### src/rtl/keccak_ipack.sv
// keccak_ipack -- byte-serial to word packer in front of a keccak core.
//
// Takes a message one byte at a time and packs it big-endian into
// BW_DATA-bit words: the first byte of each word goes in the MSB. A final
// partial word is zero-filled. There is one assembly register and one
// output register, so the next word can be assembled while the keccak side
// is still holding off the current one. The job parameters are latched at
// start for the core. The job ends when the core reports that squeezing is
// complete.
//
// Ports
//   i_clk, i_rstn         clock (rising edge), async active-low reset
//   i_start, i_abort      job request (IDLE only) / synchronous cancel
//   i_mode, i_ibytes_len, i_obytes_len   job parameters sampled at start
//   i_byte, i_byte_valid, o_byte_ready   byte-serial message input
//   o_ibytes, o_ibytes_valid, i_ibytes_ready   word stream to keccak
//   o_mode, o_ibytes_len, o_obytes_len   latched job parameters
//   i_obytes_done         keccak squeeze-complete pulse
//   o_busy, o_done, o_err job active / completion pulse / rejected start
module keccak_ipack #(
  parameter int BW_DATA  = 64,
  parameter int BW_IBLEN = 11,
  parameter int BW_OBLEN = 10
) (
  input  logic                i_clk,
  input  logic                i_rstn,
  input  logic                i_start,
  input  logic                i_abort,
  input  logic [1:0]          i_mode,
  input  logic [BW_IBLEN-1:0] i_ibytes_len,
  input  logic [BW_OBLEN-1:0] i_obytes_len,
  input  logic [7:0]          i_byte,
  input  logic                i_byte_valid,
  output logic                o_byte_ready,
  output logic [BW_DATA-1:0]  o_ibytes,
  output logic                o_ibytes_valid,
  input  logic                i_ibytes_ready,
  output logic [1:0]          o_mode,
  output logic [BW_IBLEN-1:0] o_ibytes_len,
  output logic [BW_OBLEN-1:0] o_obytes_len,
  input  logic                i_obytes_done,
  output logic                o_busy,
  output logic                o_done,
  output logic                o_err
);

  localparam int NB     = BW_DATA / 8;
  localparam int BW_IDX = $clog2(NB);

  localparam logic [1:0] S_IDLE      = 2'd0;
  localparam logic [1:0] S_FILL      = 2'd1;
  localparam logic [1:0] S_DRAIN     = 2'd2;
  localparam logic [1:0] S_WAIT_DONE = 2'd3;

  logic [1:0]          state;
  logic [BW_DATA-1:0]  asm_reg;
  logic [BW_IDX-1:0]   asm_idx;
  logic                asm_full;
  logic [BW_DATA-1:0]  out_reg;
  logic                out_valid;
  logic [BW_IBLEN-1:0] byte_cnt;
  logic [BW_IBLEN-1:0] word_cnt;

  logic                byte_xfer;
  logic                word_xfer;
  logic                word_done;
  logic                out_free;
  logic [BW_DATA-1:0]  asm_next;
  logic [BW_IBLEN-1:0] start_words;

  // The byte counter reaching 0 closes off the source, so it can never
  // underflow.
  assign o_byte_ready = (state == S_FILL) && (byte_cnt != '0) && !asm_full;
  assign byte_xfer    = i_byte_valid && o_byte_ready;
  assign word_xfer    = out_valid && i_ibytes_ready;
  // The output register can take a word if it is empty or is emptying this
  // cycle. This is what gives back-to-back words with no bubble.
  assign out_free     = !out_valid || word_xfer;

  // A word is complete on its 8th byte or on the last byte of the message.
  // Unused low bytes stay zero because asm_reg is cleared for each new word.
  assign word_done = byte_xfer &&
                     ((asm_idx == BW_IDX'(NB - 1)) || (byte_cnt == BW_IBLEN'(1)));

  assign start_words = (i_ibytes_len >> BW_IDX) +
                       BW_IBLEN'(|i_ibytes_len[BW_IDX-1:0]);

  always_comb begin
    // NOTE: every always_comb target gets a default first, so no path can
    // leave it unassigned and infer a latch.
    asm_next = asm_reg;
    asm_next = asm_reg | (BW_DATA'(i_byte) << (8 * (NB - 1 - int'(asm_idx))));
  end

  assign o_ibytes       = out_reg;
  assign o_ibytes_valid = out_valid;
  assign o_busy         = (state != S_IDLE);

  // NOTE: all state is written with non-blocking assignments, so every
  // register samples values from before the edge, whatever the statement order.
  always_ff @(posedge i_clk or negedge i_rstn) begin
    if (!i_rstn) begin
      state        <= S_IDLE;
      asm_reg      <= '0;
      asm_idx      <= '0;
      asm_full     <= 1'b0;
      out_reg      <= '0;
      out_valid    <= 1'b0;
      byte_cnt     <= '0;
      word_cnt     <= '0;
      o_mode       <= '0;
      o_ibytes_len <= '0;
      o_obytes_len <= '0;
      o_done       <= 1'b0;
      o_err        <= 1'b0;
    end else begin
      o_done <= 1'b0;
      o_err  <= 1'b0;
      if (i_abort && (state != S_IDLE)) begin
        // Cancel overrides every other action this cycle.
        state     <= S_IDLE;
        asm_reg   <= '0;
        asm_idx   <= '0;
        asm_full  <= 1'b0;
        out_reg   <= '0;
        out_valid <= 1'b0;
        byte_cnt  <= '0;
        word_cnt  <= '0;
      end else begin
        case (state)
          S_IDLE: begin
            if (i_start) begin
              if (i_ibytes_len != '0) begin
                o_mode       <= i_mode;
                o_ibytes_len <= i_ibytes_len;
                o_obytes_len <= i_obytes_len;
                byte_cnt     <= i_ibytes_len;
                word_cnt     <= start_words;
                state        <= S_FILL;
              end else begin
                o_err <= 1'b1;
              end
            end
          end
          S_FILL: begin
            if (byte_xfer && (byte_cnt == BW_IBLEN'(1))) state <= S_DRAIN;
          end
          S_DRAIN: begin
            if (word_xfer && (word_cnt == BW_IBLEN'(1))) state <= S_WAIT_DONE;
          end
          default: begin
            if (i_obytes_done) begin
              o_done <= 1'b1;
              state  <= S_IDLE;
            end
          end
        endcase

        if (byte_xfer) byte_cnt <= byte_cnt - BW_IBLEN'(1);
        if (word_xfer && (word_cnt != '0)) word_cnt <= word_cnt - BW_IBLEN'(1);

        if (word_done) begin
          asm_idx <= '0;
          if (out_free) begin
            out_reg   <= asm_next;
            out_valid <= 1'b1;
            asm_reg   <= '0;
          end else begin
            // The output is still held off, so park the word in assembly.
            asm_reg  <= asm_next;
            asm_full <= 1'b1;
          end
        end else begin
          if (byte_xfer) begin
            asm_reg <= asm_next;
            asm_idx <= asm_idx + BW_IDX'(1);
          end
          if (asm_full && out_free) begin
            out_reg   <= asm_reg;
            out_valid <= 1'b1;
            asm_reg   <= '0;
            asm_full  <= 1'b0;
          end else if (word_xfer) begin
            out_valid <= 1'b0;
          end
        end
      end
    end
  end

endmodule

### config.mk
export PLATFORM = sky130hd
export DESIGN_NAME = keccak_ipack
export DESIGN_NICKNAME = d
export VERILOG_FILES = /design/src/rtl/keccak_ipack.sv
export SDC_FILE = /design/constraint.sdc
export NUM_CORES = 1
export LEC_CHECK = 0
export ABC_AREA = 0
export BUFFER_PORTS_ARGS = -buffer_cell sky130_fd_sc_hd__buf_4
export CORE_ASPECT_RATIO = 0.6
export CORE_MARGIN = 2
export CORE_UTILIZATION = 48
export DETAILED_ROUTE_END_ITERATION = 8
export HOLD_SLACK_MARGIN = 0.15
export PLACE_DENSITY = 0.75
export RECOVER_POWER = 50
export REMOVE_ABC_BUFFERS = 1
export SETUP_SLACK_MARGIN = 0.1
export SYNTH_ARGS = -nofsm -noshare
export SYNTH_HDL_FRONTEND = slang
export SYNTH_SLANG_ARGS = --single-unit
export TNS_END_PERCENT = 100
### constraint.sdc
create_clock -name i_clk -period 2.6 [get_ports i_clk]
set_clock_uncertainty 0.2 [all_clocks]
set_input_delay 0.13 -clock i_clk [delete_from_list [all_inputs] [get_ports i_clk]]
set_output_delay 0.13 -clock i_clk [all_outputs]
set_load 0.01 [all_outputs]
==> flow_metrics.tcl, run 1 <==
set metrics [dict create \
    vias 7353 \
    leakage_nw 4.684 \
    most-common-layout-cells "182 x dfrtp_1, 141 x nand2_1, 92 x clkbuf_1, 81 x nor2_1, 81 x a21oi_1" \
    grt_pass1_wl_mm 37.47 \
    final_common_cell "dfrtp_1" \
    synth_edf_count 0 \
    cts_sinks 182 \
    coreArea_sq_um 17130 \
    overflow 0 \
    end_kind "flop" \
    dr.pass1.iters 5 \
    path_clk_slew_ns 0.08 \
    criticalPathCategory "input port to flop" \
    worstSkewPairLatency_ns 0.42 \
    synth_cells 869 \
    cp_max_fo 5 \
    grt_max_degree 65 \
    ys_async_sr_fraction_pct 100.0 \
    min_path_type "input port to flop" \
    drive_gt1_share_pct 16.60 \
    viasPerCell 5.709 \
    relSlewSlack_pct 42.05 \
    synth_cell_types 62 \
    wl_per_cell_um 18.09 \
    tightest_slew_ns 0.8693 \
    cp-start-kind "input port" \
    final_antenna_net_count 0 \
    grtUsageMet1_pct 39.23 \
    dp_slack_ns 0.1605 \
    drc_errors 0 \
    max_cap_violations 0 \
    r2r_cells 7 \
    nFillCells 1537 \
    grt_util_all_layers_pct 25.37 \
    cts_buffers 17 \
    ys_ff_latch 182 \
    finalCritPeriodShare_pct 93.96 \
    avgSynthCellArea_sq_um 9.638 \
    hpwl_mm 14.89 \
    slew_violations 0 \
    whs_path_depth 6 \
    p_total_mw 9.755 \
    grt_most_used_layer "met1" \
    final-seq-area_sq_um 4554 \
    diodes 0 \
    multi_input_area_sq_um 3515 \
    cp.arrival_ns 2.60 \
    seq_area_frac_synth_pct 54.38 \
    syn2layout_area_growth_pct 25.92 \
    dieArea_sq_um 18560 \
    synth_flop_cell "dfrtp_1" \
    die_h_um 106.3 \
    fin_ws_ns 0.1571 \
    fmax_mhz 409.4 \
    vdd_ir_drop_max_mv 0.4796 \
    rows 37 \
    p_per_area_nw_per_um2 925.0 \
    antenna_found_initial 0 \
    cts_tree "yes" \
    initial_utilization_pct 48.90 \
    status "completed" \
    finalSetupViolations 0 \
    use_met3_pct 5.079 \
    synth_area_sq_um 8376 \
    min_period_ns 2.443 \
    root_buffer "clkbuf_16" \
    grtUsageMet2_pct 36.48 \
    clock_path_buffers 2 \
    yosys_warnings 0 \
    rsz0062_at_grt "no" \
    pin_count 130 \
    portBuffers 129 \
    globalplace.congestion 0.9031 \
    worstPathRequired_ns 2.76 \
    drt_wl_total_mm 23.31 \
    grt_pass1_vias 7018 \
    htreeDepth 4 \
    fin_nets 1091 \
    drt_iter0_drc 663 \
    report.final.hold_viol_count 0 \
    die_w_um 174.5 \
]
final timing paths:
kind	from	end	slack (ns)
max in group asynchronous	i_rstn	o_ibytes[13]	0.48
worst min register to register	o_ibytes_len[4]	o_ibytes_len[4]	0.28
worst max-delay path	i_ibytes_len[3]	o_ibytes_len[10]	0.16
worst max register to register	byte_cnt[4]	o_ibytes[45]	0.20
min in group asynchronous	i_rstn	asm_reg[27]	1.05
worst min-delay path	i_ibytes_len[8]	o_obytes_len[2]	0.22
metal layers:
| metal | up-vias | wire length [um] |
|---|---|---|
| met4 | 0 | 272 |
| met2 | 297 | 9902 |
| met5 | - | 0 |
| met1 | 3617 | 11330 |
| li1 | 3413 | - |
| met3 | 26 | 1802 |
where the power goes:
part	internal (mW)	switching [mW]
clock	1.32	1.32
combinational	1.29	2.20
sequential	3.27	0.350
total	5.89	3.87
metrics by stage:
stage | util [%] | area (sq um) | hold WS (ns) | setup TNS, ns | std cells
after detailed placement | 56.87 | 9741 | -0.08782 | 0 | 1208
after global placement | 56.87 | 9741 | -0.08727 | 0 | 1208
final | 61.57 | 10550 | 0.2242 | 0 | 1288
after CTS | 63.15 | 10820 | 0.2291 | 0 | 1284
after floorplan | - | 8053 | -0.3656 | -132.42 | 800
after global routing | 61.57 | 10550 | 0.2243 | 0 | 1288
layout make-up:
cell class / instances / area share, %
Inverter: 15 / 0.5339
Sequential cell: 182 / 43.18
Tap cell: 234 / 2.776
Multi-Input combinational cell: 603 / 33.33
Clock buffer: 17 / 4.034
Clock inverter: 15 / 1.827
Timing Repair Buffer: 222 / 14.32
timing repair:
| action | in CTS | in global routing |
|---|---|---|
| buffers inserted | 0 | 2 |
| setup endpoints to repair | 0 | 71 |
| endpoints found under the hold margin | 346 | 0 |
| gates resized for setup | 0 | 11 |
| hold buffers | 44 | 0 |
cell usage after synthesis, drive strengths merged (4+ instances only):
cell type | n | area (sq um)
xnor2 | 6 | 52.55
dfrtp | 182 | 4554
a31oi | 72 | 465.5
a21oi | 83 | 419.2
inv | 15 | 56.30
a211oi | 5 | 37.54
nand3 | 10 | 50.05
o21ai | 77 | 494.2
a22o | 5 | 43.79
nor3 | 17 | 140.1
nor4 | 6 | 58.80
nand2 | 141 | 529.3
or3 | 8 | 50.05
nor2 | 81 | 304.0
mux2i | 4 | 40.04
and3 | 6 | 37.54
and2 | 10 | 62.56
buf | 30 | 176.4
ha | 12 | 150.1
clkbuf | 39 | 146.4
nor2b | 12 | 75.07
logic make-up (layout without fill, tap and decap cells):
group	count (synthesis)	count (layout)	share of synthesized area, %
multiplexers	5	5	0.6125
buffers and inverters	84	269	4.527
AO/OA/AOI/OAI	272	272	20.74
adder cells (fa/ha/maj)	12	12	1.793
AND/OR/NAND/NOR	307	307	17.22
XOR/XNOR	7	7	0.7320
flip-flops	182	182	54.38
critical path, cell delays in order:
cell and delay, ns:
dlygate4sd3_1 0.54, buf_4 0.16, or4_1 0.57, o31ai_4 0.43
dlygate4sd3_1 0.65, nand2_1 0.06, nand2_1 0.06
Note: power is estimated with default switching activity, not from simulation.
==> run 2, diff against run 1 <==
- PLACE_DENSITY: 0.75 -> 0.76
==> flow_metrics.tcl, run 2 (same netlist as run 1, synthesis figures left out) <==
set metrics [dict create \
    status "completed" \
    worstSkewPairLatency_ns 0.43 \
    crit_path_end "byte_cnt[7]" \
    crit_start "i_ibytes_len[8]" \
    antenna_found_initial 0 \
    drt_iter0_drc 514 \
    fmax_mhz 399.5 \
    slew_violations 0 \
    final_common_cell "dfrtp_1" \
    dp_slack_ns 0.1438 \
    r2r_start "byte_cnt[4]" \
    pin_count 130 \
    grt_pass1_vias 7026 \
    diodes 0 \
    grt_pass1_wl_mm 36.68 \
    finalCritPeriodShare_pct 96.28 \
    cp.arrival_ns 2.62 \
    max_cap_violations 0 \
    ff2ff_setup_slack_ns 0.20 \
    cts_buffers 17 \
    leakage_nw 4.627 \
    htreeDepth 4 \
    cts_sinks 182 \
    postLayoutCellArea_sq_um 10430 \
    die_h_um 106.3 \
    grt_util_all_layers_pct 24.85 \
    dieArea_sq_um 18560 \
    globalplace.congestion 0.8976 \
    syn2layout_area_growth_pct 24.48 \
    cp_max_fo 7 \
    hpwl_mm 14.82 \
    wl_per_cell_um 17.59 \
    min_period_ns 2.503 \
    tightest_slew_ns 0.8025 \
    grt_max_degree 65 \
    drc_errors 0 \
    final_antenna_net_count 0 \
    fin_ws_ns 0.09667 \
    end_kind "flop" \
    report.final.hold_viol_count 0 \
    cp-start-kind "input port" \
    cts_tree "yes" \
    finalSetupTns_ns 0 \
    viasPerCell 5.721 \
    timing.rr.end "o_ibytes[11]" \
    finalSetupViolations 0 \
    rsz0062_at_grt "yes" \
    coreArea_sq_um 17130 \
    clock_path_buffers 2 \
    portBuffers 129 \
    min-delay-start "i_obytes_len[5]" \
    criticalPathCategory "input port to flop" \
    p_per_area_nw_per_um2 922.0 \
    worstPathRequired_ns 2.72 \
    overflow 0 \
    most-common-layout-cells "182 x dfrtp_1, 141 x nand2_1, 91 x clkbuf_1, 82 x a21oi_1, 81 x nor2_1" \
    relSlewSlack_pct 46.50 \
    vdd_ir_drop_max_mv 0.4389 \
    drive_gt1_share_pct 16.68 \
    fin_nets 1086 \
    die_w_um 174.5 \
    min_path_type "input port to flop" \
    vias 7340 \
    drt_wl_total_mm 22.57 \
    initial_utilization_pct 48.90 \
    dr.pass1.iters 4 \
    rows 37 \
    dpl_cell_area_sq_um 9761 \
    r2r_cells 7 \
    path_clk_slew_ns 0.07 \
    root_buffer "clkbuf_16" \
]
## run 2: cell types whose count changed in the layout (fill, tap and decap cells not counted), moves of 3 or more
cell and change:
nor2b_2 +3, inv_8 +3, dlygate4sd3_1 -3, clkinv_8 -3, nor2b_1 -3
## run 2: through the flow
stage,hold WS [ns],util (%),total power [mW],cells
finish,0.2275,60.87,9.613,1283
global route,0.2319,60.87,10.19,1283
CTS,0.2169,62.73,9.716,1280
detailed placement,-0.05236,56.98,7.126,1208
global placement,-0.05460,56.98,7.055,1208
floorplan,-0.3656,-,5.624,800
## run 2: power by group
part / internal, mW / switching [mW] / total, mW / leakage (nW)
clock: 1.29 / 1.24 / 2.53 / 0.279
combinational: 1.27 / 2.19 / 3.46 / 1.87
sequential: 3.27 / 0.348 / 3.62 / 2.48
## run 2: worst min-delay path by stage
stage	end	slack, ns	cells after the start
detailed placement	o_ibytes[54]	-0.05	1
floorplan	asm_full	-0.37	0
global route	o_obytes_len[5]	0.23	4
finish	o_obytes_len[5]	0.23	4
global placement	o_ibytes[54]	-0.05	1
CTS	o_obytes_len[2]	0.22	4
## run 2: routing by layer
layer | GRT usage, % | part of all wire [%] | vias up
met3 | 7.010 | 8.7 | 23
li1 | - | - | 3406
met4 | 5.476 | 0.97 | 0
met1 | 37.88 | 48 | 3604
met2 | 35.06 | 43 | 307
met5 | 0 | 0 | -
## run 2: area by class of cell
class / count / area (sq um)
well taps: 234 / 292.8
clock inverters: 14 / 155.1
inverters: 15 / 56.30
multi-input cells: 603 / 3491
flip-flops and latches: 182 / 4554
fillers: 1461 / 6703
clock buffers: 18 / 429.2
repair buffers: 217 / 1448
## run 2: what timing repair did
item	CTS	global route
hold buffers	40	0
setup endpoints to repair	0	65
resized for setup	0	6
hold endpoints to repair	353	0
setup buffers	0	3
## run 2: worst max-delay path: stages
cell and delay, ns:
dlygate4sd3_1 0.54, buf_4 0.15, or4_1 0.60, o31a_1 0.43, a21oi_2 0.32, o21ba_2 0.21
o221a_2 0.23
==> run 3, diff against run 2 <==
==> constraint.sdc (replaced) <==
create_clock -name i_clk -period 2.6 [get_ports i_clk]
set_clock_uncertainty 0.2 [all_clocks]
set_input_delay 0.39 -clock i_clk [delete_from_list [all_inputs] [get_ports i_clk]]
set_output_delay 0.39 -clock i_clk [all_outputs]
set_load 0.01 [all_outputs]
==> flow_metrics.tcl, run 3 (same netlist as run 1, synthesis figures left out) <==
set metrics [dict create \
    status "completed" \
    end_kind "flop" \
    cp_top_family "compound AO/OA/AOI/OAI gates" \
    htreeDepth 4 \
    wl_met3_mm 1.755 \
    fin_nets 1072 \
    die_h_um 106.3 \
    vias 7258 \
    report.final.hold_viol_count 0 \
    m1WireLength_mm 10.87 \
    wl_met2_mm 9.947 \
    critical_path.max_stage_delay_ns 0.56 \
    vdd_ir_drop_max_mv 0.4410 \
    drt_wl_total_mm 22.79 \
    drc_errors 0 \
    p_sw_mw 3.828 \
    cts_sinks 182 \
    cp_max_fo 7 \
    viasPerCell 5.719 \
    wl_per_cell_um 17.96 \
    worstSkewPairLatency_ns 0.43 \
    initial_utilization_pct 48.90 \
    syn2layout_area_growth_pct 26.14 \
    portBuffers 129 \
    dieArea_sq_um 18560 \
    grt_pass1_wl_mm 36.70 \
    die_w_um 174.5 \
    cts_tree "yes" \
    cp-start-kind "input port" \
    r2r_start "state[0]" \
    slew_violations 0 \
    utilization_pct 61.68 \
    fmax_mhz 405.8 \
    min-delay-start "i_ibytes_len[5]" \
    most-common-layout-cells "182 x dfrtp_1, 141 x nand2_1, 118 x buf_4, 82 x a21oi_1, 81 x nor2_1" \
    r2r_cells 9 \
    coreArea_sq_um 17130 \
    switching_share_pct 38.84 \
    cp_cell_sequence "dlygate4sd3_1 > buf_4 > or4_1 > o31a_2 > a21oi_4 > o21ba_2 > o221a_2" \
    pin_count 130 \
    grt_pass1_vias 6926 \
    antenna_found_initial 0 \
    combPwrFrac_pct 36.3 \
    finalSetupTns_ns 0 \
    clock_power_share_pct 26.8 \
    clock_path_buffers 2 \
    numPlacedInstances 1208 \
    min_path_type "input port to flop" \
    grt_util_all_layers_pct 24.84 \
    timing.rr.end "byte_cnt[8]" \
    final_antenna_net_count 0 \
    max_cap_violations 0 \
    globalplace.congestion 0.8986 \
    min_period_ns 2.464 \
    hpwl_mm 14.66 \
    p_per_area_nw_per_um2 932.8 \
    worstPathRequired_ns 2.72 \
    path_clk_slew_ns 0.08 \
    grt_max_degree 65 \
    dr.pass1.iters 5 \
    top_layer "met4" \
    drive_gt1_share_pct 21.35 \
    final_common_cell "dfrtp_1" \
    tightest_slew_ns 1.455 \
    cts_buffers 17 \
    ff2ff_setup_slack_ns 0.19 \
    cp.arrival_ns 2.58 \
    rsz0062_at_grt "yes" \
    finalSetupViolations 0 \
    crit_buf_inv 2 \
    stdcell_count 1269 \
    p_int_mw 6.027 \
    finalCritPeriodShare_pct 94.78 \
    overflow 0 \
    rows 37 \
    diodes 0 \
    criticalPathCategory "input port to flop" \
    slowest_stage "dlygate4sd3_1" \
    relSlewSlack_pct 2.982 \
    power_frac_seq_pct 36.9 \
    leakage_nw 4.778 \
    root_buffer "clkbuf_16" \
    drt_iter0_drc 563 \
    nFillCells 1483 \
    whs_path_depth 3 \
    holdPathEnd "word_cnt[2]" \
]
[run 3: changes by cell type in the layout (fill, tap and decap cells not counted), sizes merged]
cell and delta:
bufinv +1, buf +45, dlygate4sd3 -13, inv +1
clkbuf -47, clkinv -1
[run 3: how the worst max path moves through the flow]
| stage | from | cells after the start | to | slack [ns] |
|---|---|---|---|---|
| after floorplan | state[0] | 5 | o_ibytes[10] | -1.27 |
| after global placement | i_ibytes_len[8] | 6 | byte_cnt[6] | 0.18 |
| after detailed placement | i_ibytes_len[8] | 6 | byte_cnt[6] | 0.11 |
| after CTS | i_ibytes_len[0] | 7 | byte_cnt[6] | 0.12 |
| after global routing | i_ibytes_len[10] | 8 | word_cnt[9] | 0.08 |
| final | i_ibytes_len[10] | 7 | byte_cnt[6] | 0.14 |
[run 3: power groups by stage]
stage | clock network [mW] | logic (mW) | registers (mW)
6_report | 2.64 | 3.58 | 3.63
5_1_grt | 2.80 | 3.93 | 3.69
4_1_cts | 2.67 | 3.49 | 3.62
3_5_place_dp | 0 | 3.45 | 3.67
3_3_place_gp | 0 | 3.39 | 3.65
2_1_floorplan | 0 | 1.92 | 3.70
[run 3: tightest hold or removal path, stage by stage]
cell and delay, ns:
buf_4 0.13, xnor2_1 0.10, o221ai_1 0.16
[run 3: layout make-up]
cell class | instances | area, sq um | area share (%)
Inverter | 15 | 56.30 | 0.5329
Tap cell | 234 | 292.8 | 2.771
Clock buffer | 17 | 425.4 | 4.027
Timing Repair Buffer | 203 | 1534 | 14.52
Multi-Input combinational cell | 603 | 3525 | 33.36
Clock inverter | 15 | 177.7 | 1.682
Sequential cell | 182 | 4554 | 43.11
[run 3: through the flow]
step	worst slack [ns]	hold slack [ns]	instance area [sq um]	total power, mW
floorplan	-1.268	-0.1056	8053	5.624
global placement	0.1811	0.1859	9798	7.049
detailed placement	0.1067	0.1901	9798	7.116
CTS	0.1220	0.1679	10670	9.781
global route	0.08331	0.1770	10570	10.41
finish	0.1357	0.1881	10570	9.855
[run 3: what timing repair did]
item / in CTS / in global routing
hold buffers: 27 / 0
setup buffers: 0 / 1
endpoints found under the setup margin: 0 / 62
gates resized for setup: 0 / 10
hold endpoints to repair: 122 / 0
[run 3: routing by layer]
metal,GRT usage [%],up-vias
li1,-,3376
met1,37.78,3553
met2,36.14,301
met3,5.472,28
met4,5.833,0
met5,0,-
